File: src/rtl/fifo_arb_pkg.sv
// Shared definitions for the cascade-input arbiters.
// Holds the arbiter state encoding, the default burst length and a
// clog2 helper used to size indices and beat counters.
package fifo_arb_pkg;

    typedef enum logic {
        ST_IDLE  = 1'b0,
        ST_GRANT = 1'b1
    } state_t;

    localparam int DEFAULT_BURST = 16;

    // Ceiling log2, never smaller than 1 so that a result can always be
    // used directly as a vector width.
    function automatic int clog2(input int value);
        int r;
        r = 0;
        while ((1 << r) < value) begin
            r = r + 1;
        end
        return (r < 1) ? 1 : r;
    endfunction

endpackage

File: src/rtl/fifo_cascade_rr_arbiter_rr_pick.sv
// rr_pick: combinational round-robin picker shared by the core's arbiters.
// Finds the first requester strictly after ptr, searching cyclically, so
// the previous winner (ptr) has the lowest priority.
// Ports:
//   req     in  NUM_SRC  request vector
//   ptr     in  IDX_W    index of the last winner
//   win     out NUM_SRC  one-hot winner, zero when nothing requests
//   win_idx out IDX_W    winner index, zero when nothing requests
module rr_pick
    import fifo_arb_pkg::*;
#(
    parameter int NUM_SRC = 4,
    parameter int IDX_W   = clog2(NUM_SRC)
) (
    input  logic [NUM_SRC-1:0] req,
    input  logic [IDX_W-1:0]   ptr,
    output logic [NUM_SRC-1:0] win,
    output logic [IDX_W-1:0]   win_idx
);

    logic             found;
    logic [IDX_W-1:0] cand;

    // Walk the candidates ptr+1, ptr+2, ... wrapping at NUM_SRC; the first
    // requesting candidate wins and later ones are ignored.
    always_comb begin
        win     = '0;
        win_idx = '0;
        found   = 1'b0;
        cand    = '0;
        for (int off = 1; off <= NUM_SRC; off++) begin
            cand = IDX_W'((int'(ptr) + off) % NUM_SRC);
            if (!found && req[cand]) begin
                found     = 1'b1;
                win[cand] = 1'b1;
                win_idx   = cand;
            end
        end
    end

endmodule

File: src/rtl/fifo_cascade_rr_arbiter.sv
// fifo_cascade_rr_arbiter: shares one FIFO-cascade input among NUM_SRC
// AXI-stream producers. One source at a time is granted for up to BURST
// beats, and a grant is only issued while the cascade reports at least
// BURST free entries, so a granted burst never meets a full cascade.
// Optional statistics are built when FIFO_ARB_STATS_EN is defined.
// Ports:
//   clk, resetn   clock and synchronous active-low reset
//   clear         synchronous soft clear, same effect as reset
//   s_tdata/s_tvalid/s_tready   per-source stream inputs (source k at k*WIDTH)
//   o_tdata/o_tvalid/o_tready   stream towards the cascade input
//   space         cascade free-entry count, sampled only while idle
//   grant         one-hot current grant, zero when idle
//   busy          high while a source holds the grant
//   beat_count    (FIFO_ARB_STATS_EN) per-source accepted beats, 32 bits each
//   burst_abort   (FIFO_ARB_STATS_EN) grants ended by an idle source, saturating
module fifo_cascade_rr_arbiter
    import fifo_arb_pkg::*;
#(
    parameter int WIDTH   = 32,
    parameter int NUM_SRC = 4,
    parameter int BURST   = DEFAULT_BURST
) (
    input  logic                     clk,
    input  logic                     resetn,
    input  logic                     clear,
    input  logic [WIDTH*NUM_SRC-1:0] s_tdata,
    input  logic [NUM_SRC-1:0]       s_tvalid,
    output logic [NUM_SRC-1:0]       s_tready,
    output logic [WIDTH-1:0]         o_tdata,
    output logic                     o_tvalid,
    input  logic                     o_tready,
    input  logic [15:0]              space,
    output logic [NUM_SRC-1:0]       grant,
`ifdef FIFO_ARB_STATS_EN
    output logic                     busy,
    output logic [32*NUM_SRC-1:0]    beat_count,
    output logic [15:0]              burst_abort
`else
    output logic                     busy
`endif
);

    localparam int               IDX_W       = clog2(NUM_SRC);
    localparam int               CNT_W       = clog2(BURST + 1);
    localparam logic [15:0]      BURST_SPACE = 16'(BURST);
    localparam logic [CNT_W-1:0] LAST_BEAT   = CNT_W'(BURST - 1);
    localparam logic [IDX_W-1:0] PTR_INIT    = IDX_W'(NUM_SRC - 1);

    state_t             state;
    state_t             next_state;
    logic [NUM_SRC-1:0] grant_q;
    logic [IDX_W-1:0]   grant_idx;
    logic [IDX_W-1:0]   rr_ptr;
    logic [NUM_SRC-1:0] win;
    logic [IDX_W-1:0]   win_idx;
    logic [CNT_W-1:0]   beat_cnt;
    logic               src_valid;
    logic               beat;
    logic               start_grant;
    logic               end_grant;
    logic               soft_reset;

    rr_pick #(
        .NUM_SRC(NUM_SRC),
        .IDX_W  (IDX_W)
    ) u_rr_pick (
        .req    (s_tvalid),
        .ptr    (rr_ptr),
        .win    (win),
        .win_idx(win_idx)
    );

    assign soft_reset  = !resetn || clear;
    assign src_valid   = s_tvalid[grant_idx];
    assign beat        = (state == ST_GRANT) && src_valid && o_tready;
    assign start_grant = (state == ST_IDLE)  && (next_state == ST_GRANT);
    assign end_grant   = (state == ST_GRANT) && (next_state == ST_IDLE);
    assign grant       = grant_q;

    // State register; clear behaves exactly like reset and may cut a burst short.
    always_ff @(posedge clk) begin
        if (soft_reset) begin
            state <= ST_IDLE;
        end else begin
            state <= next_state;
        end
    end

    // Admission is decided only from IDLE, so a change of space during a
    // burst is ignored. A grant ends on its last counted beat or as soon as
    // the granted source stops presenting data.
    always_comb begin
        next_state = state;
        case (state)
            ST_IDLE: begin
                if ((|s_tvalid) && (space >= BURST_SPACE)) begin
                    next_state = ST_GRANT;
                end
            end
            ST_GRANT: begin
                if (!src_valid || (beat && (beat_cnt == LAST_BEAT))) begin
                    next_state = ST_IDLE;
                end
            end
            default: next_state = ST_IDLE;
        endcase
    end

    // Grant bookkeeping. The pointer starts at NUM_SRC-1 so source 0 has
    // first priority, and it moves to each new winner so that winner drops
    // to lowest priority for the following arbitration.
    always_ff @(posedge clk) begin
        if (soft_reset) begin
            grant_q   <= '0;
            grant_idx <= '0;
            rr_ptr    <= PTR_INIT;
            beat_cnt  <= '0;
        end else if (start_grant) begin
            grant_q   <= win;
            grant_idx <= win_idx;
            rr_ptr    <= win_idx;
            beat_cnt  <= '0;
        end else if (end_grant) begin
            grant_q   <= '0;
            beat_cnt  <= '0;
        end else if (beat) begin
            beat_cnt  <= beat_cnt + CNT_W'(1);
        end
    end

    // The granted source is wired straight through to the cascade; every
    // other source sees s_tready low.
    always_comb begin
        busy     = (state == ST_GRANT);
        o_tvalid = 1'b0;
        o_tdata  = '0;
        s_tready = '0;
        if (state == ST_GRANT) begin
            o_tvalid            = src_valid;
            o_tdata             = s_tdata[grant_idx*WIDTH +: WIDTH];
            s_tready[grant_idx] = o_tready;
        end
    end

`ifdef FIFO_ARB_STATS_EN
    // Accepted beats per source wrap naturally; early-release count sticks
    // at all-ones instead of wrapping.
    always_ff @(posedge clk) begin
        if (soft_reset) begin
            beat_count  <= '0;
            burst_abort <= '0;
        end else begin
            if (beat) begin
                beat_count[grant_idx*32 +: 32] <= beat_count[grant_idx*32 +: 32] + 32'd1;
            end
            if ((state == ST_GRANT) && !src_valid && (burst_abort != 16'hFFFF)) begin
                burst_abort <= burst_abort + 16'd1;
            end
        end
    end
`endif

endmodule
File: config.mk
export PLATFORM = sky130hd
export DESIGN_NAME = fifo_cascade_rr_arbiter
export DESIGN_NICKNAME = d
export VERILOG_FILES = /design/src/rtl/fifo_arb_pkg.sv /design/src/rtl/fifo_cascade_rr_arbiter_rr_pick.sv /design/src/rtl/fifo_cascade_rr_arbiter.sv
export SDC_FILE = /design/constraint.sdc
export NUM_CORES = 1
export LEC_CHECK = 0
export CAP_MARGIN = 15
export CORE_ASPECT_RATIO = 1.5
export CORE_MARGIN = 4
export CORE_UTILIZATION = 29
export CTS_BUF_LIST = sky130_fd_sc_hd__clkbuf_4 sky130_fd_sc_hd__clkbuf_8 sky130_fd_sc_hd__clkbuf_16
export DETAILED_ROUTE_END_ITERATION = 6
export PLACE_DENSITY = 0.9
export SLEW_MARGIN = 5
export SYNTH_ARGS = -nofsm -noshare
export SYNTH_HDL_FRONTEND = slang
export SYNTH_SLANG_ARGS = --single-unit
File: constraint.sdc
create_clock -name clk -period 2.6 [get_ports clk]
set_clock_uncertainty 0.05 [all_clocks]
set_input_delay 0.39 -clock clk [delete_from_list [all_inputs] [get_ports clk]]
set_output_delay 0.39 -clock clk [all_outputs]
set_load 0.005 [all_outputs]
Word level (Yosys, flattened, before mapping) --
Cells that the tools add are included.
Storage, ports and cells: input port bits 152, bits in latches 0, ROM bits 0, logic and storage cells 92, flip-flop bits (word level) 14, output and inout port bits 42, RAM bits 0, memories 0
Operators by class: equality and inequality tests 1, bitwise logic cells 6, add/subtract/negate cells 5, multiplexer cells 39, reduce and logical (&&, ||, !) cells 24, div/mod/pow operators 0, multipliers 0, $lt $le $gt $ge 11, shifts and indexed selects 1
Operators with widths (number):
- indexed part select 128 x 8 -> 32 bit | 1
- two-way mux 32 bit | 1
- two-way mux 4 bit | 7
- greater-or-equal comparator 16 x 5 -> 1 bit (second input constant) | 1
- two-way mux 1 bit | 16
- less-than comparator 2 x 3 -> 1 bit (second input constant) | 5
- logical AND 1 bit | 14
- OR 4 bit | 3
- binary-select mux 1 bit (select 2 bit) | 5
- demux 1 bit (select 2 bit) | 5
- greater-or-equal comparator 2 x 1 -> 1 bit (second input constant) | 5
- two-way mux 2 bit | 4
- adder 5 x 1 -> 5 bit (second input constant) | 1
- equality test 5 x 4 -> 1 bit (second input constant) | 1
- logical NOT 1 bit | 5
- adder 2 x 1 -> 2 bit (second input constant) | 2
- adder 2 bit (second input constant) | 2
- AND 4 bit | 1
- OR reduction 4 bit | 1
- OR reduction 3 bit | 1
- logical OR 1 bit | 2
- NOT 1 bit | 2
- one-hot mux 1 bit (2 select lines) | 1
- nonzero test 2 bit | 1

Longest topological paths before layout --
Gate-level depths: netlist of the first run.
word-level depth 14, depth in mapped cells 9, depth with buffers taken out 8

By module --
A second synthesis of the first run with hierarchy kept.
Second synthesis, totals: cell total of the unflattened synthesis 218, area total of the unflattened synthesis 2234.6 um^2
By module, submodules not included:
- fifo_cascade_rr_arbiter | area each 1689.1 um^2, sequential area each 280.3 um^2, cells each 150, instances 1
- rr_pick | area each 545.5 um^2, sequential area each 0.0 um^2, cells each 68, instances 1

Worst setup path before layout of the first run --
OpenSTA, ideal clock, no wires.
kind register to register, from register rr_ptr[0], to register grant_q[0] (netlist: grant[0]), stages on the path, launching flop included 10, data required time 2.467 ns, library setup time 0.083 ns, slack 0.169 ns, buffers on the path 2, arrival 2.298 ns, period minus slack after synthesis 2.431 ns, cells stage by stage dfxtp_1 > buf_2 > clkinv_1 > ha_1 > buf_2 > mux2i_1 > nand2_1 > o21ai_0 > a222oi_1 > o221ai_1
On the way: word-level cells in the longest chain between the ends 14, elaborated cells between the ends (all ways) 49, those cells by class add/sub: 4; order compare: 8; mux: 24; bitwise: 3; reduce/logical: 10
RTL lines:
- start, declared | line fifo_cascade_rr_arbiter.sv:53 | logic [IDX_W-1:0] rr_ptr;
- start signal, assigned | line fifo_cascade_rr_arbiter.sv:121 | rr_ptr <= win_idx;
- branches (longest 12 deep; another with less-than comparator 2 x 3 -> 1 bit)
- two-way mux 4 bit * | line fifo_cascade_rr_arbiter_rr_pick.sv:33 | if (!found && req[cand]) begin
- two-way mux 4 bit * | line fifo_cascade_rr_arbiter.sv:118 | end else if (start_grant) begin
- end signal, assigned | line fifo_cascade_rr_arbiter.sv:119 | grant_q <= win;
- end, declared | line fifo_cascade_rr_arbiter.sv:51 | logic [NUM_SRC-1:0] grant_q;
Every way passes the cells marked *. The select of a mux whose other input is x is not followed. A chain may end at the register's enable or synchronous reset.

Worst setup path in the final report of the first run --
from register grant_idx[0], to output o_tvalid
On the way: word-level cells in the longest chain between the ends 3
RTL lines:
- start, declared | line fifo_cascade_rr_arbiter.sv:52 | logic [IDX_W-1:0] grant_idx;
- start signal, assigned | line fifo_cascade_rr_arbiter.sv:120 | grant_idx <= win_idx;
- binary-select mux 1 bit (select 2 bit) | line fifo_cascade_rr_arbiter.sv:74 | assign src_valid = s_tvalid[grant_idx];
- two-way mux 1 bit (not written as such) | line fifo_cascade_rr_arbiter.sv:74
- two-way mux 1 bit | line fifo_cascade_rr_arbiter.sv:138 | if (state == ST_GRANT) begin
- end, declared | line fifo_cascade_rr_arbiter.sv:30 | output logic o_tvalid,
Every way passes these cells. The select of a mux whose other input is x is not followed.

==> results of run 1 <==
==> state kept, by name (all words and copies together), names as in the netlist <==
register   cells
busy           1
beat_cnt       5
grant_idx      2
rr_ptr         2
grant          4
==> power by group through the flow <==
stage          Sequential [mW]  Combinational, mW  Clock (mW)
5_1_grt                  0.237              0.688       0.220
2_1_floorplan            0.235              0.281           0
3_5_place_dp             0.240              0.643           0
6_report                 0.235              0.640       0.207
3_3_place_gp             0.239              0.620           0
4_1_cts                  0.235              0.645       0.211
==> final timing paths <==
path | slack (ps) | to | start
worst min-delay path | 450 | beat_cnt[1] | beat_cnt[1]
worst max register to register | 460 | grant[2] | rr_ptr[0]
worst min register to register | 450 | beat_cnt[1] | beat_cnt[1]
worst max-delay path | 120 | o_tvalid | grant_idx[0]
==> kinds of logic after synthesis <==
logic type | after synthesis | synth area share, %
flip-flops | 14 | 13.2
adder cells (fa/ha/maj) | 10 | 5.89
buffers and inverters | 31 | 6.65
AO/OA/AOI/OAI | 35 | 12.8
AND/OR/NAND/NOR | 86 | 22.9
XOR/XNOR | 3 | 1.24
multiplexers | 38 | 37.4
==> Yosys cell counts, drive strengths merged <==
cell type	n	area (um^2)
a2111o	1	11.3
a211oi	1	7.51
a21oi	8	47.6
a221o	1	10.0
a222oi	4	40.0
a31oi	1	6.26
and2	34	213
and2b	1	7.51
and3	1	6.26
and3b	1	8.76
buf	13	72.6
clkbuf	8	31.3
clkinv	1	3.75
dfxtp	14	280
ha	10	125
inv	9	33.8
mux2	1	11.3
mux2i	4	40.0
mux4	33	743
nand2	12	45.0
nand2b	2	12.5
nand3	4	20.0
nand3b	2	15.0
nand4	7	43.8
nor2	9	33.8
nor2b	3	18.8
nor3	4	20.0
nor3b	1	7.51
nor4	4	25.0
o211ai	3	27.5
o21ai	6	33.8
o21bai	2	15.0
o221ai	4	35.0
o2bb2ai	1	8.76
o31a	1	8.76
o32ai	1	8.76
o41a	1	11.3
or3b	1	8.76
xnor2	1	8.76
xor2	2	17.5
==> per-stage QoR <==
step                      instances  power (mW)  hold slack, ps  utilization [%]
after floorplan                 217       0.515             404                -
after global placement          502       0.860             418             58.4
after detailed placement        502       0.882             447             58.4
after CTS                       506        1.09             454             59.1
after global routing            507        1.14             477             59.2
final                           507        1.08             450             59.2
==> worst max-delay path: stages, from the launching register on <==
cell and delay (ps):
dfxtp_2 370, buf_12 190, mux4_2 570, and2_1 210, clkdlybuf4s50_1 450
==> layout make-up <==
class	instances	area, um^2	area share, %
timing repair buffer	206	2040	48.1
antenna	1	2.50	0.0589
sequential	14	282	6.63
inverter	10	37.5	0.883
tap	100	125	2.94
clock buffer	4	55.1	1.30
multi-input combinational	172	1700	40.1
==> routing by layer <==
layer  GRT usage (%)  vias up  share of wire (%)
met3            5.89       21                8.8
li1                -     1221                  -
met1            20.8     1193                 34
met5               0        -                  0
met4            7.01        0                2.8
met2            41.2      131                 54
==> impl_metrics.toml, run 1 <==
[detailed_routing]
detail_route.iter0.violations = 50
wl_per_cell_um = 18.6
wl_mm = 9.42
drtAntennaViolNets = 0
dr.pass1.iters = 4
vias = 2566
drc = 0
viasPerCell = 5.06

[power]
power.density_nw_per_um2 = 255
vdd_ir_drop_max_v = 0.000155
seq_power_share_pct = 21.7
cellInternalPower_uw = 787
swShare_pct = 27.3
clkPwrFrac_pct = 19.1
switchingPower_uw = 295
comb_power_share_pct = 59.1
power.leakage_nw = 1.50

[setup_path]
cp.arrival_ps = 2040
reg2reg_depth = 6
required_ps = 2160
worstSetupPathType = "reg2out"
worstPathMaxFanout = 16
startpoint_type = "flop"
crit_path_end_kind = "output port"

[clocking]
cts_resized = 0
postCtsSetupBuffers = 0
hold_buffers = 0
cts_tree = "yes"
cts_inserted_buffers = 3
clockRootBuffer = "clkbuf_8"
clk_path_buf_depth = 2
clk_pin_slew_worst_paths_ps = 50
clock_latency_ps = 240
cts_sinks = 14
htree_levels = 1

[sta]
report.final.slew_viol_count = 0
fmax_mhz = 403
relSlewSlack_pct = 55.2
rsz0062_at_grt = "no"
setup_viol = 0
fin_ws_ps = 117
worst_pin_slew_ps = 672
period_share_pct = 95.5
finalCriticalPeriod_ps = 2480
hold_viol_final = 0
finalSetupTns_ps = 0

[layout]
drive_gt1_share_pct = 14.8
syn_to_final_growth_pct = 100
fill_cells = 597
stdcell_area_um2 = 4250
layout_commonest_cell = "clkdlybuf4s50_1"
final_cell_mix = "189 x clkdlybuf4s50_1, 34 x and2_1, 33 x mux4_2, 15 x buf_4, 13 x dfxtp_1"
fin_nets = 569

[die]
rows = 38
coreArea_um2 = 7180
fp.dieH_um = 113
die_area_um2 = 8790
initial_core_util_pct = 29.6
die_x_um = 77.9
num_io_pins = 194

[grt]
grt_overflow_total = 0
grt_start_max_net_pins = 22
grt_usage_pct = 21.1
grt_first_pass_wirelength_mm = 14.5
grt_pass1_vias = 2767
antenna_found_initial = 1

[run_status]
status = "finished, final reports clean"

[synth]
syn_area_per_cell_um2 = 9.79
yosysWarnings = 0
yosysUniqueCellTypes = 47
synth.net_count = 379
synth-seq-cells = 14
ys_seq_area_share_pct = 13.2
netlist_area_um2 = 2120
synthCells = 217

[placement]
gp_congestion = 0.851
port_buffers = 189
dpl_worst_slack_ps = 152
place_area_um2 = 4190
hpwl_mm = 8.21

[hold_path]
hold_depth = 2
min_path_type = "reg2reg"

[run]
cap_violations = 0
(Power assumes the default switching activity.)
==> run 2: changes to the inputs <==
--- a/config.mk
+++ b/config.mk
@@ -7,7 +7,6 @@
 export LEC_CHECK = 0
 export CAP_MARGIN = 15
 export CORE_ASPECT_RATIO = 1.5
-export CORE_MARGIN = 4
 export CORE_UTILIZATION = 29
 export CTS_BUF_LIST = sky130_fd_sc_hd__clkbuf_4 sky130_fd_sc_hd__clkbuf_8 sky130_fd_sc_hd__clkbuf_16
 export DETAILED_ROUTE_END_ITERATION = 6
==> run 2 against run 1 <==
Critical path depth is the same. Largest power group unchanged. Highest routed layer unchanged. Combinational power is essentially flat. Non-clock buffer count shrank 2. Critical endpoint is now o_tdata[16].
==> impl_metrics.toml, run 2 (synthesis results as in run 1) <==
[setup_path]
reg2reg_depth = 6
crit_start = "grant_idx[0]"
endpoint = "o_tdata[16]"
worstSetupPathType = "reg2out"
cp.arrival_ps = 2040
cpMaxStageDelayCell = "mux4_2"
r2r_end = "grant[3]"
reg2reg_from = "rr_ptr[0]"
startpoint_type = "flop"
r2r_slack_ps = 460
cpPeakStageDelay_ps = 530
required_ps = 2160
crit_chain = "buf_12 -> mux4_2 -> and2_1 -> clkdlybuf4s50_1"
crit_path_end_kind = "output port"
worstPathMaxFanout = 24

[die]
num_io_pins = 194
die_x_um = 71.9
initial_core_util_pct = 30.4
rows = 37
fp.dieH_um = 107
coreArea_um2 = 6990
die_area_um2 = 7680

[layout]
layout_commonest_cell = "clkdlybuf4s50_1"
syn_to_final_growth_pct = 99.8
fin_nets = 567
fill_cells = 607
drive_gt1_share_pct = 14.4
diodes = 0
largest_reg_flops = 5
max_flop_register = "beat_cnt"
final_cell_mix = "189 x clkdlybuf4s50_1, 34 x and2_1, 33 x mux4_2, 13 x dfxtp_1, 12 x nand2_1"

[sta]
hold_viol_final = 0
finalSetupTns_ps = 0
rsz0062_at_grt = "no"
setup_viol = 0
period_share_pct = 95.3
finalCriticalPeriod_ps = 2480
report.final.slew_viol_count = 0
relSlewSlack_pct = 64.8
holdWs_ps = 456
worst_pin_slew_ps = 527
fmax_mhz = 404

[grt]
grt_start_max_net_pins = 36
grt_pass1_vias = 2643
grt_usage_pct = 22.0
grt_first_pass_wirelength_mm = 13.2
antenna_found_initial = 0
grt_overflow_total = 0

[detailed_routing]
wl_per_cell_um = 17.4
dr.pass1.iters = 4
drc = 0
detail_route.iter0.violations = 78
vias = 2579
wl_mm = 8.70
drtAntennaViolNets = 0
viasPerCell = 5.15

[placement]
port_buffers = 189
hpwl_mm = 7.45
gp_congestion = 0.900

[clocking]
clk_path_buf_depth = 2
cts_tree = "yes"
clockRootBuffer = "clkbuf_8"
postCtsSetupBuffers = 0
clock_latency_ps = 250
cts_inserted_buffers = 3
cts_sinks = 14
clk_pin_slew_worst_paths_ps = 60
htree_levels = 1

[run]
cap_violations = 0

[run_status]
status = "finished, final reports clean"

[power]
power.leakage_nw = 1.50
vdd_ir_drop_max_v = 0.000180
power.density_nw_per_um2 = 256

[hold_path]
min_path_type = "reg2reg"
[run 2: changes by cell type in the layout (fill, tap and decap cells not counted)]
cell,before,now
diode_2,1,0
buf_4,15,11
buf_12,2,3
buf_6,0,1
[run 2: final cells by class]
| class | count | area (um^2) | share of cell area [%] |
|---|---|---|---|
| Sequential cell | 14 | 282 | 6.63 |
| Clock buffer | 4 | 55.1 | 1.30 |
| Inverter | 10 | 37.5 | 0.884 |
| Tap cell | 97 | 121 | 2.86 |
| Multi-Input combinational cell | 172 | 1700 | 40.1 |
| Timing Repair Buffer | 204 | 2050 | 48.2 |
[run 2: worst min path at each step]
stage                     start           to  slack [ps]  depth (start not counted)
global route        beat_cnt[1]  beat_cnt[1]         480                          2
CTS                 beat_cnt[3]  beat_cnt[3]         460                          2
detailed placement  beat_cnt[3]  beat_cnt[3]         450                          2
finish              beat_cnt[3]  beat_cnt[3]         460                          2
global placement    beat_cnt[1]  beat_cnt[1]         420                          2
floorplan           beat_cnt[1]  beat_cnt[1]         400                          2
[run 2: metrics by stage]
stage               power, mW  cell area, um^2  setup slack [ps]  std cells  utilization, %
global placement        0.858             4190               161        497            59.9
detailed placement      0.880             4190               153        497            59.9
CTS                      1.09             4240              41.3        501            60.7
global route             1.14             4240              34.8        501            60.7
finish                   1.09             4240               122        501            60.7
floorplan               0.515             2120               169        217               -
[run 2: metal layers]
| metal | global-route usage, % | share of wire [%] |
|---|---|---|
| met1 | 22.7 | 35 |
| met2 | 43.1 | 54 |
| met3 | 5.26 | 8.7 |
| met4 | 5.32 | 1.9 |
| met5 | 0 | 0 |
[run 2: timing repair]
action                                  4_1_cts  5_1_grt
endpoints found under the setup margin        0        1
hold buffers                                  0        0
resized for setup                             0        1
[run 2: where the power goes]
group / switching (mW) / internal [mW] / total, mW
combinational: 0.209 / 0.429 / 0.638
sequential: 0.0122 / 0.224 / 0.236
clock: 0.0796 / 0.134 / 0.214
[run 2: critical path: cells and delay by family (launching register included)]
kind / cells / cell delay [ps]
flip-flops: 1 / 410
AND/OR/NAND/NOR: 1 / 170
buffers and inverters: 2 / 670
multiplexers: 1 / 530
